==> config.mk <==
export PLATFORM = sky130hd
export DESIGN_NAME = integral_box_sum_sched_flat
export DESIGN_NICKNAME = d
export VERILOG_FILES = /design/src/rtl/integral_box_sum_sched_if.sv /design/src/rtl/integral_box_sum_sched.sv /design/src/flat_wrapper.sv
export SDC_FILE = /design/constraint.sdc
export NUM_CORES = 1
export LEC_CHECK = 0
export BUFFER_PORTS_ARGS = -buffer_cell sky130_fd_sc_hd__buf_2
export CAP_MARGIN = 20
export CORE_ASPECT_RATIO = 1.4
export CORE_MARGIN = 2
export CORE_UTILIZATION = 50
export CTS_CLUSTER_SIZE = 8
export DETAILED_ROUTE_END_ITERATION = 6
export GPL_TIMING_DRIVEN = 0
export MAX_ROUTING_LAYER = met4
export PLACE_DENSITY = 0.78
export SLEW_MARGIN = 10
export SYNTH_ARGS = -nofsm -noshare
export SYNTH_HDL_FRONTEND = slang
export SYNTH_SLANG_ARGS = --single-unit
==> constraint.sdc <==
create_clock -name clk_50 -period 6.2 [get_ports clk_50]
set_input_delay 1.86 -clock clk_50 [delete_from_list [all_inputs] [get_ports clk_50]]
set_output_delay 1.86 -clock clk_50 [all_outputs]
set_load 0.005 [all_outputs]
==> src/rtl/integral_box_sum_sched_if.sv <==
// -----------------------------------------------------------------------------
// integral_box_sum_sched_if
// Bundles the three channels of the box-sum query scheduler:
//   - query request: req_valid/req_ready with an inclusive rectangle
//     (req_x0, req_y0, req_x1, req_y1), plus frame_ready from the integral
//     compute block
//   - shared integral M10K read port: mem_rd_req/mem_rd_gnt/mem_rd_addr/
//     mem_rd_data
//   - response: rsp_valid/rsp_ready carrying rsp_sum and rsp_err
// Modports:
//   slave  - the scheduler (serves queries and drives the read request)
//   master - the surrounding system (requesters, memory mux, consumer)
// -----------------------------------------------------------------------------
interface integral_box_sum_sched_if #(
   parameter int ADDR_W = 17,
   parameter int DATA_W = 25
);
   logic              req_valid;
   logic              req_ready;
   logic [8:0]        req_x0;
   logic [7:0]        req_y0;
   logic [8:0]        req_x1;
   logic [7:0]        req_y1;
   logic              frame_ready;
   logic              mem_rd_req;
   logic              mem_rd_gnt;
   logic [ADDR_W-1:0] mem_rd_addr;
   logic [DATA_W-1:0] mem_rd_data;
   logic              rsp_valid;
   logic              rsp_ready;
   logic [DATA_W-1:0] rsp_sum;
   logic              rsp_err;

   modport slave (
      input  req_valid, req_x0, req_y0, req_x1, req_y1, frame_ready,
      input  mem_rd_gnt, mem_rd_data, rsp_ready,
      output req_ready, mem_rd_req, mem_rd_addr, rsp_valid, rsp_sum, rsp_err
   );

   modport master (
      output req_valid, req_x0, req_y0, req_x1, req_y1, frame_ready,
      output mem_rd_gnt, mem_rd_data, rsp_ready,
      input  req_ready, mem_rd_req, mem_rd_addr, rsp_valid, rsp_sum, rsp_err
   );
endinterface

==> src/rtl/integral_box_sum_sched.sv <==
// -----------------------------------------------------------------------------
// integral_box_sum_sched
// Rectangle-sum query scheduler for a shared integral-image M10K read port.
// Accepts one inclusive rectangle, validates it, issues up to four corner reads
// (D, B, C, A) through a request/grant port that may stall, accumulates
// D - B - C + A as the data returns, and presents the sum (or an error) on a
// valid/ready response channel.
// Ports:
//   clk_50 - system clock, rising edge
//   reset  - synchronous, active-high
//   bus    - integral_box_sum_sched_if.slave (query, read port, response)
// -----------------------------------------------------------------------------
module integral_box_sum_sched #(
   parameter int IMG_WIDTH  = 320,
   parameter int IMG_HEIGHT = 240,
   parameter int ADDR_W     = 17,
   parameter int DATA_W     = 25,
   parameter int READ_LAT   = 2
) (
   input  logic                          clk_50,
   input  logic                          reset,
   integral_box_sum_sched_if.slave       bus
);

   localparam int         ACC_W = DATA_W + 2;
   localparam logic [8:0] X_LIM = 9'(IMG_WIDTH);
   localparam logic [7:0] Y_LIM = 8'(IMG_HEIGHT);

   typedef enum logic [2:0] {
      S_IDLE  = 3'd0,
      S_CHECK = 3'd1,
      S_ISSUE = 3'd2,
      S_WAIT  = 3'd3,
      S_RESP  = 3'd4
   } state_t;

   state_t                   state_r;
   logic [8:0]               x0_r, x1_r;
   logic [7:0]               y0_r, y1_r;
   logic [ADDR_W-1:0]        addr_q_r [4];
   logic [2:0]               n_r;
   logic [2:0]               idx_r;
   logic [2:0]               ret_cnt_r;
   logic [READ_LAT-1:0]      tag_v_r;
   logic [READ_LAT-1:0]      tag_n_r;
   logic signed [ACC_W-1:0]  acc_r;
   logic                     stale_r;
   logic                     ready_r;
   logic                     rd_req_r;
   logic [ADDR_W-1:0]        rd_addr_r;
   logic                     rsp_valid_r;
   logic [DATA_W-1:0]        rsp_sum_r;
   logic                     rsp_err_r;

   logic                     arrive_s;
   logic signed [ACC_W-1:0]  data_ext_s;
   logic signed [ACC_W-1:0]  acc_next_s;
   logic [2:0]               ret_next_s;
   logic [2:0]               idx_inc_s;
   logic                     fire_s;
   logic                     fire_neg_s;
   logic                     stale_next_s;
   logic                     check_err_s;
   logic [ADDR_W-1:0]        addr_d_s, addr_b_s, addr_c_s, addr_a_s;

   // Row-major integral address of a corner.
   function automatic logic [ADDR_W-1:0] corner_addr(input logic [8:0] x, input logic [7:0] y);
      corner_addr = ADDR_W'(y) * ADDR_W'(IMG_WIDTH) + ADDR_W'(x);
   endfunction

   // req_ready is forced low while reset is held so it is 0 during reset and
   // 1 in the very first cycle after it.
   assign bus.req_ready   = ready_r & ~reset;
   assign bus.mem_rd_req  = rd_req_r;
   assign bus.mem_rd_addr = rd_addr_r;
   assign bus.rsp_valid   = rsp_valid_r;
   assign bus.rsp_sum     = rsp_sum_r;
   assign bus.rsp_err     = rsp_err_r;

   assign arrive_s     = tag_v_r[READ_LAT-1];
   assign data_ext_s   = $signed({2'b00, bus.mem_rd_data});
   assign ret_next_s   = ret_cnt_r + {2'b00, arrive_s};
   assign idx_inc_s    = idx_r + 3'd1;
   assign fire_s       = (state_r == S_ISSUE) && bus.mem_rd_gnt;
   // Corner list slots are always ordered D,B|C,C,A so the sign follows the slot.
   assign fire_neg_s   = (idx_r == 3'd1) || (idx_r == 3'd2);
   assign stale_next_s = stale_r | (((state_r == S_ISSUE) || (state_r == S_WAIT)) && !bus.frame_ready);
   assign check_err_s  = (x1_r < x0_r) || (y1_r < y0_r) || (x1_r >= X_LIM) ||
                         (y1_r >= Y_LIM) || !bus.frame_ready;

   assign addr_d_s = corner_addr(x1_r, y1_r);
   assign addr_b_s = corner_addr(x0_r - 9'd1, y1_r);
   assign addr_c_s = corner_addr(x1_r, y0_r - 8'd1);
   assign addr_a_s = corner_addr(x0_r - 9'd1, y0_r - 8'd1);

   // Signed accumulation of the returning corner word.
   always_comb begin
      acc_next_s = acc_r;
      if (arrive_s) begin
         if (tag_n_r[READ_LAT-1]) begin
            acc_next_s = acc_r - data_ext_s;
         end else begin
            acc_next_s = acc_r + data_ext_s;
         end
      end else begin
         acc_next_s = acc_r;
      end
   end

   // Query FSM, read issue, return-tag pipeline and registered outputs.
   always_ff @(posedge clk_50) begin
      if (reset) begin
         state_r     <= S_IDLE;
         x0_r        <= 9'd0;
         x1_r        <= 9'd0;
         y0_r        <= 8'd0;
         y1_r        <= 8'd0;
         for (int i = 0; i < 4; i++) addr_q_r[i] <= '0;
         n_r         <= 3'd0;
         idx_r       <= 3'd0;
         ret_cnt_r   <= 3'd0;
         tag_v_r     <= '0;
         tag_n_r     <= '0;
         acc_r       <= '0;
         stale_r     <= 1'b0;
         ready_r     <= 1'b1;
         rd_req_r    <= 1'b0;
         rd_addr_r   <= '0;
         rsp_valid_r <= 1'b0;
         rsp_sum_r   <= '0;
         rsp_err_r   <= 1'b0;
      end else begin
         tag_v_r[0] <= fire_s;
         tag_n_r[0] <= fire_neg_s;
         for (int k = 1; k < READ_LAT; k++) begin
            tag_v_r[k] <= tag_v_r[k-1];
            tag_n_r[k] <= tag_n_r[k-1];
         end
         acc_r     <= acc_next_s;
         ret_cnt_r <= ret_next_s;
         stale_r   <= stale_next_s;

         case (state_r)
            S_IDLE: begin
               if (bus.req_valid) begin
                  x0_r    <= bus.req_x0;
                  y0_r    <= bus.req_y0;
                  x1_r    <= bus.req_x1;
                  y1_r    <= bus.req_y1;
                  ready_r <= 1'b0;
                  state_r <= S_CHECK;
               end else begin
                  ready_r <= 1'b1;
               end
            end
            S_CHECK: begin
               acc_r     <= '0;
               ret_cnt_r <= 3'd0;
               stale_r   <= 1'b0;
               idx_r     <= 3'd0;
               if (check_err_s) begin
                  rsp_valid_r <= 1'b1;
                  rsp_err_r   <= 1'b1;
                  rsp_sum_r   <= '0;
                  state_r     <= S_RESP;
               end else begin
                  addr_q_r[0] <= addr_d_s;
                  if ((x0_r != 9'd0) && (y0_r != 8'd0)) begin
                     addr_q_r[1] <= addr_b_s;
                     addr_q_r[2] <= addr_c_s;
                     addr_q_r[3] <= addr_a_s;
                     n_r         <= 3'd4;
                  end else if (x0_r != 9'd0) begin
                     addr_q_r[1] <= addr_b_s;
                     n_r         <= 3'd2;
                  end else if (y0_r != 8'd0) begin
                     addr_q_r[1] <= addr_c_s;
                     n_r         <= 3'd2;
                  end else begin
                     n_r         <= 3'd1;
                  end
                  rd_req_r  <= 1'b1;
                  rd_addr_r <= addr_d_s;
                  state_r   <= S_ISSUE;
               end
            end
            S_ISSUE: begin
               if (bus.mem_rd_gnt) begin
                  idx_r <= idx_inc_s;
                  if (idx_inc_s == n_r) begin
                     rd_req_r <= 1'b0;
                     state_r  <= S_WAIT;
                  end else begin
                     rd_addr_r <= addr_q_r[idx_inc_s[1:0]];
                  end
               end else begin
                  rd_req_r <= 1'b1;
               end
            end
            S_WAIT: begin
               if (ret_next_s == n_r) begin
                  rsp_valid_r <= 1'b1;
                  rsp_err_r   <= stale_next_s;
                  rsp_sum_r   <= stale_next_s ? '0 : acc_next_s[DATA_W-1:0];
                  state_r     <= S_RESP;
               end else begin
                  state_r <= S_WAIT;
               end
            end
            S_RESP: begin
               if (bus.rsp_ready) begin
                  rsp_valid_r <= 1'b0;
                  ready_r     <= 1'b1;
                  state_r     <= S_IDLE;
               end else begin
                  rsp_valid_r <= 1'b1;
               end
            end
            default: begin
               state_r <= S_IDLE;
            end
         endcase
      end
   end

endmodule

==> src/flat_wrapper.sv <==
// flat-port wrapper written by rule: the top's interface ports become plain ports
module integral_box_sum_sched_flat 
#(
   parameter int IMG_WIDTH  = 320,
   parameter int IMG_HEIGHT = 240,
   parameter int ADDR_W     = 17,
   parameter int DATA_W     = 25,
   parameter int READ_LAT   = 2
)
  (clk_50, reset, bus_req_valid, bus_req_x0, bus_req_y0, bus_req_x1, bus_req_y1, bus_frame_ready, bus_mem_rd_gnt, bus_mem_rd_data, bus_rsp_ready, bus_req_ready, bus_mem_rd_req, bus_mem_rd_addr, bus_rsp_valid, bus_rsp_sum, bus_rsp_err);
  integral_box_sum_sched_if #(.ADDR_W(ADDR_W), .DATA_W(DATA_W)) bus_i ();
  input  logic clk_50;
  input  logic reset;
  input wire logic [$bits(bus_i.req_valid)-1:0] bus_req_valid;
  input wire logic [$bits(bus_i.req_x0)-1:0] bus_req_x0;
  input wire logic [$bits(bus_i.req_y0)-1:0] bus_req_y0;
  input wire logic [$bits(bus_i.req_x1)-1:0] bus_req_x1;
  input wire logic [$bits(bus_i.req_y1)-1:0] bus_req_y1;
  input wire logic [$bits(bus_i.frame_ready)-1:0] bus_frame_ready;
  input wire logic [$bits(bus_i.mem_rd_gnt)-1:0] bus_mem_rd_gnt;
  input wire logic [$bits(bus_i.mem_rd_data)-1:0] bus_mem_rd_data;
  input wire logic [$bits(bus_i.rsp_ready)-1:0] bus_rsp_ready;
  output wire logic [$bits(bus_i.req_ready)-1:0] bus_req_ready;
  output wire logic [$bits(bus_i.mem_rd_req)-1:0] bus_mem_rd_req;
  output wire logic [$bits(bus_i.mem_rd_addr)-1:0] bus_mem_rd_addr;
  output wire logic [$bits(bus_i.rsp_valid)-1:0] bus_rsp_valid;
  output wire logic [$bits(bus_i.rsp_sum)-1:0] bus_rsp_sum;
  output wire logic [$bits(bus_i.rsp_err)-1:0] bus_rsp_err;
  assign bus_i.req_valid = bus_req_valid;
  assign bus_i.req_x0 = bus_req_x0;
  assign bus_i.req_y0 = bus_req_y0;
  assign bus_i.req_x1 = bus_req_x1;
  assign bus_i.req_y1 = bus_req_y1;
  assign bus_i.frame_ready = bus_frame_ready;
  assign bus_i.mem_rd_gnt = bus_mem_rd_gnt;
  assign bus_i.mem_rd_data = bus_mem_rd_data;
  assign bus_i.rsp_ready = bus_rsp_ready;
  assign bus_req_ready = bus_i.req_ready;
  assign bus_mem_rd_req = bus_i.mem_rd_req;
  assign bus_mem_rd_addr = bus_i.mem_rd_addr;
  assign bus_rsp_valid = bus_i.rsp_valid;
  assign bus_rsp_sum = bus_i.rsp_sum;
  assign bus_rsp_err = bus_i.rsp_err;
  integral_box_sum_sched #(.IMG_WIDTH(IMG_WIDTH), .IMG_HEIGHT(IMG_HEIGHT), .ADDR_W(ADDR_W), .DATA_W(DATA_W), .READ_LAT(READ_LAT)) u_core (.clk_50(clk_50), .reset(reset), .bus(bus_i));
endmodule
=== Word level (Yosys, flattened, before mapping) ===
Memories as Yosys holds them, arrays and structs flattened.
Index checks and enable logic that the tools add are counted.

* Multiply operators: 2
* Eq/ne operators: 17
* $lt $le $gt $ge: 4
* Bitwise operators: 10
* $add $sub $neg: 10
* Multiplexer cells: 65
* Reductions and logical operators: 27

{| class="wikitable"
|+ Operators with widths
! operator !! count
|-
| 17-bit 2-to-1 mux || 9
|-
| 25-bit 2-to-1 mux || 4
|-
| 17-bit by 9-bit adder with 17-bit output || 4
|-
| 25-bit case mux with 2 select lines || 1
|-
| 17-bit case mux with 2 select lines || 1
|-
| 1-bit 2-to-1 mux || 33
|-
| 27-bit by 26-bit adder with 27-bit output || 1
|-
| 27-bit 2-to-1 mux || 1
|-
| 3-bit 2-to-1 mux || 9
|-
| 27-bit by 26-bit subtractor with 27-bit output || 1
|-
| 8-bit by 3-bit multiplier with 11-bit output, second input constant || 2
|-
| 3-bit case mux with 5 select lines || 1
|-
| 2-bit inequality test, second input constant || 7
|-
| 3-bit by 2-bit == test with 1-bit output, second input constant || 3
|-
| 9-bit >= comparator, second input constant || 1
|-
| 9-bit less-than comparator || 1
|-
| 3-bit AND reduction || 3
|-
| 9-bit nonzero test || 1
|-
| 9-bit by 1-bit subtractor with 9-bit output, second input constant || 1
|-
| 8-bit >= comparator, second input constant || 1
|-
| 8-bit less-than comparator || 1
|-
| 2-bit AND reduction || 4
|-
| 4-bit AND reduction || 2
|-
| 8-bit nonzero test || 1
|-
| other kinds (22) || 42
|}

* Output and inout bits: 46
* Logic and storage cells: 155
* Input bits: 65
* RAM bits: 68
* Flip-flop bits (word level): 124
* Memories kept: 1

{| class="wikitable"
|+ Memory list
! memory !! words !! width !! read ports !! clocked after memory_dff !! wr ports !! line !! text
|-
| u_core.addr_q_r || 4 || 17 || 1 || 0 || 4 || integral_box_sum_sched.sv:40 || <nowiki>logic [ADDR_W-1:0] addr_q_r [4];</nowiki>
|}

=== Logic depth before layout (Yosys ltp) ===
* Word-level depth: 12
* Depth in mapped cells: 15
* Gate-level depth less buffers: 15

=== Least setup slack after synthesis ===
OpenSTA, ideal clock, no wires.

* Path type: in2reg
* From: input bus_mem_rd_data[9]
* To: register u_core.acc_r[24]
* Setup slack: 1311 ps
* Required time: 6128 ps
* Library setup time: 72 ps
* Path buffers: 0
* Arrival time: 4817 ps
* Cell stages on the path: 13
* Cell sequence: or3_1 > nor4_1 > nor2_1 > xnor2_1 > ha_1 > a21oi_1 > o211ai_1 > a2111oi_2 > a21oi_1 > a21oi_1 > o21a_2 > mux2i_1 > mux2i_1

* Longest elaborated chain between the ends: 3
* Elaborated cells between the ends (all ways): 4
* Classes of those cells: add/sub: 2; mux: 2

{| class="wikitable"
|+ RTL lines
! what !! line !! text
|-
| start, declared || flat_wrapper.sv:21 || <nowiki>input wire logic [$bits(bus_i.mem_rd_data)-1:0] bus_mem_rd_data;</nowiki>
|-
| 27-bit by 26-bit adder with 27-bit output / 27-bit by 26-bit subtractor with 27-bit output (equally long branches) || integral_box_sum_sched.sv:103, integral_box_sum_sched.sv:101 ||
|-
| 27-bit 2-to-1 mux (*) || integral_box_sum_sched.sv:100 || <nowiki>if (tag_n_r[READ_LAT-1]) begin</nowiki>
|-
| 25-bit 2-to-1 mux (*) || integral_box_sum_sched.sv:99 || <nowiki>if (arrive_s) begin</nowiki>
|-
| end signal, assigned || integral_box_sum_sched.sv:139 || <nowiki>acc_r <= acc_next_s;</nowiki>
|-
| end, declared || integral_box_sum_sched.sv:46 || <nowiki>logic signed [ACC_W-1:0] acc_r;</nowiki>
|}

Every way passes the cells marked *; elsewhere a longest branch is shown, timed or not.
A chain may end at the register's enable or synchronous reset.

=== Worst setup path after layout ===
* From: input bus_mem_rd_data[3]
* To: register u_core.acc_r[24]

Same word-level chain as after synthesis.

==> key figures <==
Floorplanning
  • Core region area: about 23000 µm²
  • Placement Rows: 66
  • IO Count: 111
  • Die Ht: 185.1 µm
  • Die Span X: 133.4 µm
  • Initial core utilization: 0.5067
  • Die area: roughly 25000 µm²

Global routing
  • Gr usage total: 0.2614
  • Initial antenna violation count: 0
  • Vias in the first global route: between 9000 and 10000
  • Largest net degree at the start of global routing: 36
  • First-pass GRT wire length: 49.06 mm
  • GR Overflow Total: 0

Setup path
  • Biggest cell delay along the critical path: 0.47 ns
  • CP Launch Type: input pin
  • Worst setup path class: input pin to flip-flop
  • R2R Setup Slk: 2.25 ns
  • Crit path max-delay family: compound AO/OA/AOI/OAI gates
  • Worst r2r src: u_core.tag_n_r[1]
  • Worst EP required: 6.59 ns
  • Bufs and invs on worst path: 1
  • Crit. End Element: flip-flop
  • Worst Reg-to-Reg Cells: 11
  • Arr. time, crit path: 5.78 ns
  • Slowest cell on the critical path: a2111oi_2
  • CP dominant cell by count: a21oi_1
  • Worst-path fanout max: 7
  • Crit-path cells: buf_2 -> nor3_2 -> nand4_1 -> nor4_1 -> nor2_1 -> xnor2_1 -> ha_1 -> a21oi_1 -> o211ai_1 -> a2111oi_2 -> a21oi_1 -> a21oi_1 -> o21a_2 -> mux2i_1 -> mux2i_1
  • Launch point of the worst path: bus_mem_rd_data[3]
  • Reg2reg end: u_core.bus.rsp_sum[18]

Clock tree
  • Clock sink count: 190
  • Postcts setup bufs: 0
  • CTS Hold Buffers Added: 0
  • Cts repair resizes: 0
  • Reg clk slew, reported paths: 0.08 ns
  • Num CTS Buffers: 17
  • Clock tree buffer depth: 2
  • CTS tree: built
  • Clock Tree Root: clkbuf_16
  • H-tree levels: 4
  • Clk_lat worst skew: 0.45 ns

Min path
  • Hold path start: u_core.tag_v_r[0]
  • Hold endpoint: u_core.tag_v_r[1]
  • HP Class: flip-flop to flip-flop
  • Hold path cells: 1

Yosys
  • Synth top area share: 0.2085
  • Synth Register Bits: 190
  • Dominant synthesized flop cell: dfxtp_1
  • Leading area contributor after synthesis: dfxtp_1
  • Post-synth ARST share: 0
  • Top post-synthesis cells by area: dfxtp_1 21%, edfxtp_1 17%, ha_1 9.1%
  • Synthesized cell area: 11720 µm²
  • Mapped Avg Cell Area: 9.153 µm²
  • Synthesized Nets: ~1400
  • Post-synth EDFFs: 68
  • Sequential share of the synthesized area: 0.3827
  • Distinct cells, synth: 84
  • Ys Warns: 0
  • Mapped Cells: 1280

Drt
  • Initial DRC Count: 666
  • Routed Antenna Nets: 0
  • Detailed Route WL: 30.87 mm
  • Via count: 9952
  • Drt wl/cell: between 15 and 20 µm
  • Drc violations: 0
  • Number of vias per cell: ~5.8
  • Initial DRT Pass Iterations: 6

Final layout
  • Share of cells above drive strength 1: 0.1483
  • Area delta synth->final: 13.23%
  • Final net count: 1568
  • Final instance area: 13270 µm²
  • Fillers: 2075
  • Highest-count cells in the layout ignoring fill and taps: 144 x nor2_1, 137 x nand2_1, 122 x buf_2, 122 x dfxtp_1, 108 x a21oi_1
  • Commonest non-fill, non-tap cell in the layout: nor2_1

STA
  • Slew Limit Headroom: 0.4477
  • Final Slew Violations: 0
  • Worst-Margin Slew: around 0.83 ns
  • Final Hold Slack: 0.4440 ns
  • Period utilization: 0.8691
  • TNS Setup: 0 ns
  • Clock skew: 0.01487 ns
  • RSZ-0062 raised after global routing: no
  • Fmax achieved: 185.6 MHz
  • Final min period: 5.389 ns
  • Final Hold Fails: 0
  • Final setup vio count: 0
  • Post-route setup slack: 0.8113 ns

Power and ir drop
  • Clk network pwr share: 0.325
  • Lkg Pwr: 5.448 nW
  • Switch Pwr: 1.083 mW
  • Overall Power: between 3 and 4 mW
  • P_int: 2.247 mW
  • Flop pwr share: 0.412
  • Combinational share of power: 0.263
  • Peak VDD IR: approximately 0.20 mV
  • Sw frac: 0.3252
  • PD cells: 251.0 nW/µm²

Place
  • Post-placement cell area: 12680 µm²
  • IO buf count: 110
  • DP Worst Slack: 0.4212 ns
  • DP Wirelength: 24.57 mm
  • GP Congestion: 0.9622

Run status
  • Status: finished, final reports clean

Run
  • Max-Cap Viols: 0
stage by stage:
step | instances | util
2_1_floorplan | 1280 | -
3_3_place_gp | 1696 | 0.5471
3_5_place_dp | 1698 | 0.5483
4_1_cts | 1729 | 0.5736
5_1_grt | 1729 | 0.5736
6_report | 1730 | 0.5738
layout make-up:
type                    instances  area (µm²)  share of cell area
inverters                      65       244.0             0.01839
repair buffers                112       566.8             0.04272
well taps                     306       382.9             0.02886
plain buffers                  55       254.0             0.01915
diodes                          1       2.502           0.0001886
multi-input cells             970        6745              0.5084
clock buffers                  19       464.2             0.03499
flip-flops and latches        190        4484              0.3380
clock inverters                12       122.6            0.009243
cells by family (layout without fill, tap and decap cells):
kind of cell | count (synthesis) | after routing | share of synthesized area
muxes | 31 | 31 | 0.04485
and+or+nand+nor | 469 | 469 | 0.1923
DFF | 190 | 190 | 0.3827
AOI/OAI and AO/OA | 279 | 279 | 0.1581
xor gates and xnor gates | 99 | 99 | 0.07678
other | 0 | 1 | 0
adders and majority gates | 92 | 92 | 0.1027
buffers and inverters | 120 | 263 | 0.04250
layer usage:
metal | vias to the layer above | share of wire | track usage
met5 | - | 0 | -
met4 | 0 | 0.049 | 0.1336
met3 | 99 | 0.044 | 0.03585
met2 | 342 | 0.53 | 0.4944
met1 | 4680 | 0.37 | 0.2605
li1 | 4831 | - | -
how the worst max path moves through the flow:
stage                       end  slack [ns]  cells after the start
6_report       u_core.acc_r[24]        0.81                     15
5_1_grt        u_core.acc_r[24]        0.45                     15
4_1_cts        u_core.acc_r[24]        0.90                     15
3_5_place_dp   u_core.acc_r[24]        0.42                     15
3_3_place_gp   u_core.acc_r[24]        0.55                     15
2_1_floorplan  u_core.acc_r[24]        1.31                     13
cell usage after synthesis, types with 5 or more instances:
cell and number:
mux4_2 17, buf_2 11, a211oi_1 6, o21bai_1 5, a211o_1 5, mux2i_1 12
o2bb2ai_1 17, a311oi_1 9, nand4_1 6, a21oi_1 108, and3_1 23, ha_1 85
clkbuf_1 35, xnor2_1 69, fa_1 7, edfxtp_1 68, o22ai_1 11, nor3_1 37
nand3_1 39, nand2b_1 20, a21boi_0 5, xor2_1 28, dfxtp_1 122, nor2_1 144
inv_1 64, or3_1 8, a31oi_1 10, nand2_1 137, o21a_1 7, nor2b_1 16
o21ai_0 27, a21o_1 23, nor4_1 5
power by group through the flow:
stage                     clock network (mW)  logic [mW]  registers (mW)
after floorplan                            0       0.661            1.39
after global placement                     0       0.841            1.40
after detailed placement                   0       0.865            1.40
after CTS                               1.09       0.874            1.37
after global routing                    1.14       0.974            1.38
final                                   1.08       0.877            1.37
registers in the layout (all words and copies together) (netlist names):
name and cells:
u_core.acc_r 25, u_core.addr_q_r 68, u_core.bus.mem_rd_addr 17, u_core.bus.mem_rd_req 1
u_core.bus.rsp_err 1, u_core.bus.rsp_sum 25, u_core.bus.rsp_valid 1, u_core.idx_r 3
u_core.n_r 3, u_core.ready_r 1, u_core.ret_cnt_r 3, u_core.stale_r 1
u_core.state_r 3, u_core.tag_n_r 2, u_core.tag_v_r 2, u_core.x0_r 9
u_core.x1_r 9, u_core.y0_r 8, u_core.y1_r 8
No activity file was read; power rests on OpenSTA's default activity.
